**config.mk**
```make
export PLATFORM = sky130hd
export DESIGN_NAME = muldiv_unit
export DESIGN_NICKNAME = d
export VERILOG_FILES = /design/src/rtl/muldiv_unit.sv
export SDC_FILE = /design/constraint.sdc
export NUM_CORES = 1
export LEC_CHECK = 0
export BUFFER_PORTS_ARGS = -buffer_cell sky130_fd_sc_hd__buf_2
export CAP_MARGIN = 10
export CORE_MARGIN = 2
export CORE_UTILIZATION = 30
export CTS_CLUSTER_DIAMETER = 30
export DETAILED_ROUTE_END_ITERATION = 8
export GPL_TIMING_DRIVEN = 0
export PLACE_DENSITY_LB_ADDON = 0.2
export SYNTH_ARGS = -nofsm -noshare
export SYNTH_HDL_FRONTEND = slang
export SYNTH_SLANG_ARGS = --single-unit
```
**constraint.sdc**
```tcl
create_clock -name clk -period 9.26 [get_ports clk]
set_clock_uncertainty 0.1 [all_clocks]
set_input_delay 1.852 -clock clk [delete_from_list [all_inputs] [get_ports clk]]
set_output_delay 1.852 -clock clk [all_outputs]
set_load 0.005 [all_outputs]
```
**src/rtl/muldiv_unit.sv**
```systemverilog
// Iterative MIPS multiply/divide unit with HI/LO registers.
// Radix-2 shift-add multiply and restoring divide, one bit per cycle.
//
// state | meaning
// IDLE  | waiting for start; MTHI/MTLO writes accepted
// CALC  | WIDTH iterations of shift-add or shift-subtract
// FIX   | sign correction, HI/LO write, done pulse
module muldiv_unit #(
  parameter int WIDTH = 32
) (
  input  logic             clk,
  input  logic             reset,
  input  logic             start,
  input  logic [1:0]       op,
  input  logic [WIDTH-1:0] a,
  input  logic [WIDTH-1:0] b,
  input  logic             hi_we,
  input  logic             lo_we,
  input  logic [WIDTH-1:0] wdata,
  output logic             busy,
  output logic             done,
  output logic             div_zero,
  output logic [WIDTH-1:0] hi,
  output logic [WIDTH-1:0] lo
);

  localparam int CW = (WIDTH > 1) ? $clog2(WIDTH) : 1;
  localparam logic [CW-1:0] LAST = CW'(WIDTH - 1);

  typedef enum logic [1:0] {IDLE, CALC, FIX} state_t;

  state_t state, state_nxt;

  logic [CW-1:0]      cnt;
  logic [2*WIDTH-1:0] acc;
  logic [WIDTH-1:0]   opd;
  logic [WIDTH-1:0]   a_raw;
  logic               is_div;
  logic               neg_q;
  logic               rneg_q;
  logic               dz_q;

  logic               a_neg, b_neg;
  logic [WIDTH-1:0]   a_abs, b_abs;
  logic [WIDTH:0]     mul_sum;
  logic [2*WIDTH-1:0] mul_next;
  logic [WIDTH:0]     div_shift, div_diff;
  logic [2*WIDTH-1:0] div_next;
  logic [2*WIDTH-1:0] prod_fix;
  logic [WIDTH-1:0]   quo_fix, rem_fix;
  logic [WIDTH-1:0]   hi_fix, lo_fix;

  always_ff @(posedge clk or negedge reset) begin
    if (!reset) state <= IDLE;
    else        state <= state_nxt;
  end

  always_comb begin
    state_nxt = state;
    case (state)
      IDLE:    if (start) state_nxt = CALC;
      CALC:    if (cnt == LAST) state_nxt = FIX;
      FIX:     state_nxt = IDLE;
      default: state_nxt = IDLE;
    endcase
  end

  assign busy = (state != IDLE);

  // Signed ops work on magnitudes; unsigned ops take operands as-is.
  assign a_neg = op[0] & a[WIDTH-1];
  assign b_neg = op[0] & b[WIDTH-1];
  assign a_abs = a_neg ? -a : a;
  assign b_abs = b_neg ? -b : b;

  // Multiply: acc = {partial product, remaining multiplier bits}.
  assign mul_sum  = {1'b0, acc[2*WIDTH-1:WIDTH]} + {1'b0, (acc[0] ? opd : {WIDTH{1'b0}})};
  assign mul_next = {mul_sum, acc[WIDTH-1:1]};

  // Divide: acc = {partial remainder, dividend shifting out / quotient shifting in}.
  assign div_shift = {acc[2*WIDTH-1:WIDTH], acc[WIDTH-1]};
  assign div_diff  = div_shift - {1'b0, opd};
  assign div_next  = div_diff[WIDTH] ? {div_shift[WIDTH-1:0], acc[WIDTH-2:0], 1'b0}
                                     : {div_diff[WIDTH-1:0],  acc[WIDTH-2:0], 1'b1};

  always_comb begin
    prod_fix = neg_q  ? -acc : acc;
    quo_fix  = neg_q  ? -acc[WIDTH-1:0] : acc[WIDTH-1:0];
    rem_fix  = rneg_q ? -acc[2*WIDTH-1:WIDTH] : acc[2*WIDTH-1:WIDTH];
    hi_fix   = prod_fix[2*WIDTH-1:WIDTH];
    lo_fix   = prod_fix[WIDTH-1:0];
    if (is_div) begin
      if (dz_q) begin
        hi_fix = a_raw;
        lo_fix = {WIDTH{1'b1}};
      end else begin
        hi_fix = rem_fix;
        lo_fix = quo_fix;
      end
    end
  end

  always_ff @(posedge clk or negedge reset) begin
    if (!reset) begin
      cnt      <= '0;
      acc      <= '0;
      opd      <= '0;
      a_raw    <= '0;
      is_div   <= 1'b0;
      neg_q    <= 1'b0;
      rneg_q   <= 1'b0;
      dz_q     <= 1'b0;
      hi       <= '0;
      lo       <= '0;
      done     <= 1'b0;
      div_zero <= 1'b0;
    end else begin
      done     <= 1'b0;
      div_zero <= 1'b0;
      case (state)
        IDLE: begin
          if (start) begin
            cnt    <= '0;
            is_div <= op[1];
            a_raw  <= a;
            neg_q  <= a_neg ^ b_neg;
            rneg_q <= a_neg;
            dz_q   <= op[1] & (b == '0);
            opd    <= op[1] ? b_abs : a_abs;
            acc    <= {{WIDTH{1'b0}}, (op[1] ? a_abs : b_abs)};
          end else begin
            if (hi_we) hi <= wdata;
            if (lo_we) lo <= wdata;
          end
        end
        CALC: begin
          acc <= is_div ? div_next : mul_next;
          cnt <= cnt + CW'(1);
        end
        FIX: begin
          hi       <= hi_fix;
          lo       <= lo_fix;
          done     <= 1'b1;
          div_zero <= dz_q;
        end
        default: ;
      endcase
    end
  end

endmodule

```
# ---- Word level (Yosys, flattened, before mapping)
# Index checks and enable logic that the tools add are counted.
# W data, S select, Z words.
dict set report word_totals {
  register_bits 205
  in_bits 103
  output_inout_bits 67
}
dict set report classes {
  add_sub_neg 8
  eq_ne 8
  mux 29
  n_bitwise 4
  reduce_logical 10
}
# op count
set op_table {}
lappend op_table {{$mux W32} 15}
lappend op_table {{$mux W64} 4}
lappend op_table {{$neg A32 Y32} 4}
lappend op_table {{$pmux W32 S2} 2}
lappend op_table {{$pmux W64 S2} 1}
lappend op_table {{$neg A64 Y64} 1}
lappend op_table {{$add A32 B32 Y33} 1}
lappend op_table {{$sub A33 B32 Y33} 1}
lappend op_table {{$logic_not A32 Y1} 1}
lappend op_table {{$ne A2 B2 Y1 const B} 5}
lappend op_table {{$pmux W5 S2} 1}
lappend op_table {{$reduce_and A2 Y1} 3}
lappend op_table {{$reduce_and A3 Y1} 2}
lappend op_table {{$reduce_bool A2 Y1} 3}
lappend op_table {{$add A5 B1 Y5 const B} 1}
lappend op_table {{$eq A5 B5 Y1 const B} 1}
lappend op_table {{$mux W5} 1}
lappend op_table {{$mux W2} 2}
lappend op_table {{$pmux W2 S2} 1}
lappend op_table {{$and A1 B1 Y1} 3}
lappend op_table {{$eq A2 B1 Y1 const B} 1}
lappend op_table {{$eq A2 B2 Y1 const B} 1}
lappend op_table {{$logic_not A2 Y1} 1}
lappend op_table {{$mux W1} 2}
lappend op_table {{$xor A1 B1 Y1} 1}

# ---- Longest topological paths before layout
dict set report logic_depth {
  depth_word 5
  depth_mapped 14
  mapped_depth_nobuf 13
}

# ---- Worst setup path after synthesis
# No wires, ideal clock.
dict set report synth_path {
  path_kind {input port to flip-flop}
  startpoint {in a[0]}
  endpoint {reg acc[26]}
  arrival_ns 4.018
  required_time_ns 9.022
  path_slack_ns 5.004
  cell_stages 11
  n_path_buf 0
  path_cell_list {inv_1 > ha_1 > or4b_1 > or3_1 > or3_1 > nor3_2 > a21oi_1 > xnor2_1 > nand2_1 > o211ai_1 > o211ai_1}
}
dict set report synth_between {
  elab_chain_len 5
}
# item line_no
set synth_lines {}
lappend synth_lines {{start: declaration} 15} ;# input logic [WIDTH-1:0] a,
lappend synth_lines {{$neg A32 Y32} 73} ;# assign a_abs = a_neg ? -a : a;
lappend synth_lines {{$mux W32} 73}
lappend synth_lines {{$mux W32} 130} ;# acc <= {{WIDTH{1'b0}}, (op[1] ? a_abs : b_abs)};
lappend synth_lines {{$mux W64} 122} ;# if (start) begin
lappend synth_lines {{$pmux W64 S2} 120} ;# case (state)
lappend synth_lines {{end signal: assignment} 130}
lappend synth_lines {{end signal: assignment} 137} ;# acc <= is_div ? div_next : mul_next;
lappend synth_lines {{end: declaration} 35} ;# logic [2*WIDTH-1:0] acc;
# No other way between the ends. The select of a mux whose other input is x is not followed.
# A chain may end at the register's enable or synchronous reset.

# ---- Final worst setup path
dict set report layout_path {
  startpoint {reg acc[0]}
  endpoint {reg acc[62]}
}
dict set report layout_between {
  elab_chain_len 4
}
# item line_no
set layout_lines {}
lappend layout_lines {{$mux W32} 77} ;# assign mul_sum = {1'b0, acc[2*WIDTH-1:WIDTH]} + {1'b0, (acc[0] ? opd : {WIDTH{1'b0}})};
lappend layout_lines {{$add A32 B32 Y33} 77}
lappend layout_lines {{$mux W64} 137}
lappend layout_lines {{$pmux W64 S2} 120}
# No other way between the ends.

==> flow_metrics.tcl <==
set metrics [dict create \
    whs_path_depth 2 \
    synthArstFlopShare_pct 100 \
    layout-drive-gt1-share_pct 13.1 \
    met3_length_mm 5.41 \
    fin_util_pct 37.8 \
    cts_setup_buffers 0 \
    synth_ff_type "dfrtp_1" \
    synth-seq-cells 205 \
    cts_resized 0 \
    dr_wl_met2_mm 33.9 \
    p_leak_uw 0.00878 \
    fin_area_um2 20900 \
    reg2regPathDepth 13 \
    crit_fanout 10 \
    via_per_inst 5.65 \
    cts_hold_buffers 0 \
    initial_core_util_pct 30.5 \
    synth_fp_nets 2338 \
    wl_mm 78.4 \
    grt_max_degree 91 \
    crit_cells 13 \
    antenna_found_initial 4 \
    dr_total_vias 18100 \
    fin_nets 2572 \
    numCtsBuffers 61 \
    track_usage_pct 26.5 \
    maxCapViolCount 0 \
    setup_viol 0 \
    cts_tree "yes" \
    critPathCaptureType "flop" \
    gr-total-overflow 0 \
    port_buffers 169 \
    die_w_um 241 \
    cts_root_buffer "clkbuf_16" \
    final.period_utilization_pct 50.5 \
    die_y_um 241 \
    hpwl_mm 62.6 \
    worstPathRequired_ps 9640 \
    crit_family "compound AO/OA/AOI/OAI gates" \
    synth-seq-area-share_pct 30.4 \
    dpl-instance-area_um2 18700 \
    max_freq_mhz 214 \
    insertion_delay_ps 600 \
    layout_min_cycle_time_ps 4680 \
    ant_nets 0 \
    wl_per_cell_um 24.5 \
    synth_edf_count 0 \
    cts_buffer_depth 3 \
    place_congestion 0.962 \
    max-vdd-ir-drop_mv 0.173 \
    yosysUniqueCellTypes 83 \
    remaining_drc_errors 0 \
    core.rowCount 86 \
    drt_iter0_markers 1750 \
    crit_path_top_delay_cell "dfrtp_1" \
    ios 170 \
    power_density_nw_per_um2 444 \
    syn_area_um2 16900 \
    tns_ps 0 \
    slew_violations 0 \
    tightest_slew_ps 923 \
    crit_chain "inv_1, clkbuf_1, nor2_1, ha_1, a21oi_1, o21ai_0, o2111a_1, o2111a_1, nor2_1, o21bai_1, a221oi_1, xor2_1, a2111oi_0" \
    cpPeakStageDelay_ps 590 \
    areaGrowthSynthToFinish_pct 23.9 \
    grt_pass1_wl_mm 115 \
    highest_layer "met5" \
    path_buf_inv 2 \
    core_um2 55400 \
    syn_avg_cell_area_um2 7.81 \
    hp-class "flop to flop" \
    finalPower_uw 9290 \
    met1Wirelength_mm 36.5 \
    firstDrtPassIters 6 \
    arrival_ps 5050 \
    dieArea_um2 58200 \
    finalHoldViolCount 0 \
    crit_type "flop to flop" \
    clk_pin_slew_worst_paths_ps 50 \
    startpoint_type "flop" \
    status "completed" \
    rsz0062_at_grt "no" \
    yosysWarnings 0 \
    cts.sinks 205 \
    slew_headroom_pct 38.4 \
    grt_pass1_vias 17100 \
    synthCells 2163 \
    htreeDepth 2 \
]
==> final timing paths <==
| check | startpoint | to | slack (ps) |
|---|---|---|---|
| max reg2reg | acc[0] | acc[62] | 4580 |
| min reg2reg | lo[24] | lo[24] | 370 |
| min | lo[24] | lo[24] | 370 |
| max in group asynchronous | reset | opd[11] | 7160 |
| max | acc[0] | acc[62] | 4580 |
| min in group asynchronous | reset | lo[13] | 1050 |
==> kinds of logic (layout without fill, tap and decap cells) <==
kind of cell | after synthesis | in the layout | synth area share (%)
AO/OA/AOI/OAI | 697 | 697 | 26.0
buffers and inverters | 222 | 505 | 5.07
adder cells (fa/ha/maj) | 72 | 72 | 5.42
XOR/XNOR | 187 | 187 | 9.69
other | 0 | 3 | 0
flip-flops | 205 | 205 | 30.4
multiplexers | 60 | 60 | 3.56
AND/OR/NAND/NOR | 720 | 720 | 19.9
==> cells in the final DEF (no fill, tap or decap), drive strengths merged, types with 70 or more instances in the layout <==
cell type / n
xnor2: 96
dfrtp: 205
nand2: 320
ha: 70
buf: 198
nor2: 153
a21oi: 152
o21ai: 226
clkbuf: 218
xor2: 91
==> state kept, by name, summed over array words and instances, names as in the netlist <==
signal / count
neg_q: 1
cnt: 5
dz_q: 1
opd: 32
is_div: 1
hi: 32
acc: 64
div_zero: 1
lo: 32
done: 1
rneg_q: 1
state: 2
a_raw: 32
==> tightest hold or removal path, delay by kind of cell (launching register included) <==
family           cells  cell delay (ps)
AO/OA/AOI/OAI        1               60
flip-flops           1              330
AND/OR/NAND/NOR      1               40
==> power by group <==
part	total (µW)	switching, µW	internal [µW]
Clock	2210	608	1600
Combinational	5210	3290	1930
Sequential	1870	529	1340
Total	9290	4420	4870
==> metal layers <==
layer | global-route usage (%) | vias up
li1 | - | 8326
met1 | 38.7 | 8868
met2 | 39.7 | 745
met3 | 4.00 | 122
met4 | 8.96 | 2
met5 | 0 | -
==> synth_stat cells, types with 16 or more instances <==
cell type | number | share of area (%)
nor2_1 | 152 | 3.4
mux2i_1 | 59 | 3.5
a211oi_1 | 36 | 1.6
dfrtp_1 | 205 | 30
ha_1 | 70 | 5.2
o21ai_0 | 199 | 5.9
o31ai_1 | 24 | 1.1
xnor2_1 | 96 | 5.0
or3_1 | 25 | 0.93
o22ai_1 | 45 | 1.7
xor2_1 | 91 | 4.7
nand2b_1 | 22 | 0.81
nand3_1 | 43 | 1.3
a31oi_1 | 22 | 0.81
nand2_1 | 320 | 7.1
a22oi_1 | 25 | 1.1
a21o_1 | 19 | 0.84
nor3_1 | 40 | 1.2
inv_1 | 65 | 1.4
o221ai_1 | 16 | 0.83
o21ai_1 | 26 | 0.77
or4_1 | 16 | 0.71
clkbuf_1 | 129 | 2.9
a21oi_1 | 152 | 4.5
o211ai_1 | 38 | 1.7
==> cell type report <==
class | instances | area (µm²)
fill | 5820 | 34500
multi-input combinational | 1736 | 10900
sequential | 205 | 5130
clock buffer | 89 | 1800
tap | 748 | 936
timing repair buffer | 171 | 911
buffer | 156 | 608
clock inverter | 23 | 372
inverter | 66 | 248
antenna | 3 | 7.51
==> metrics by stage <==
stage / instances / hold slack [ps] / worst slack, ps
floorplan: 2163 / 340 / 5000
global placement: 3080 / 363 / 2390
detailed placement: 3082 / 366 / 4150
CTS: 3194 / 376 / 4700
global route: 3196 / 394 / 4300
finish: 3197 / 368 / 4580
Power figures use the tool's default switching activity.
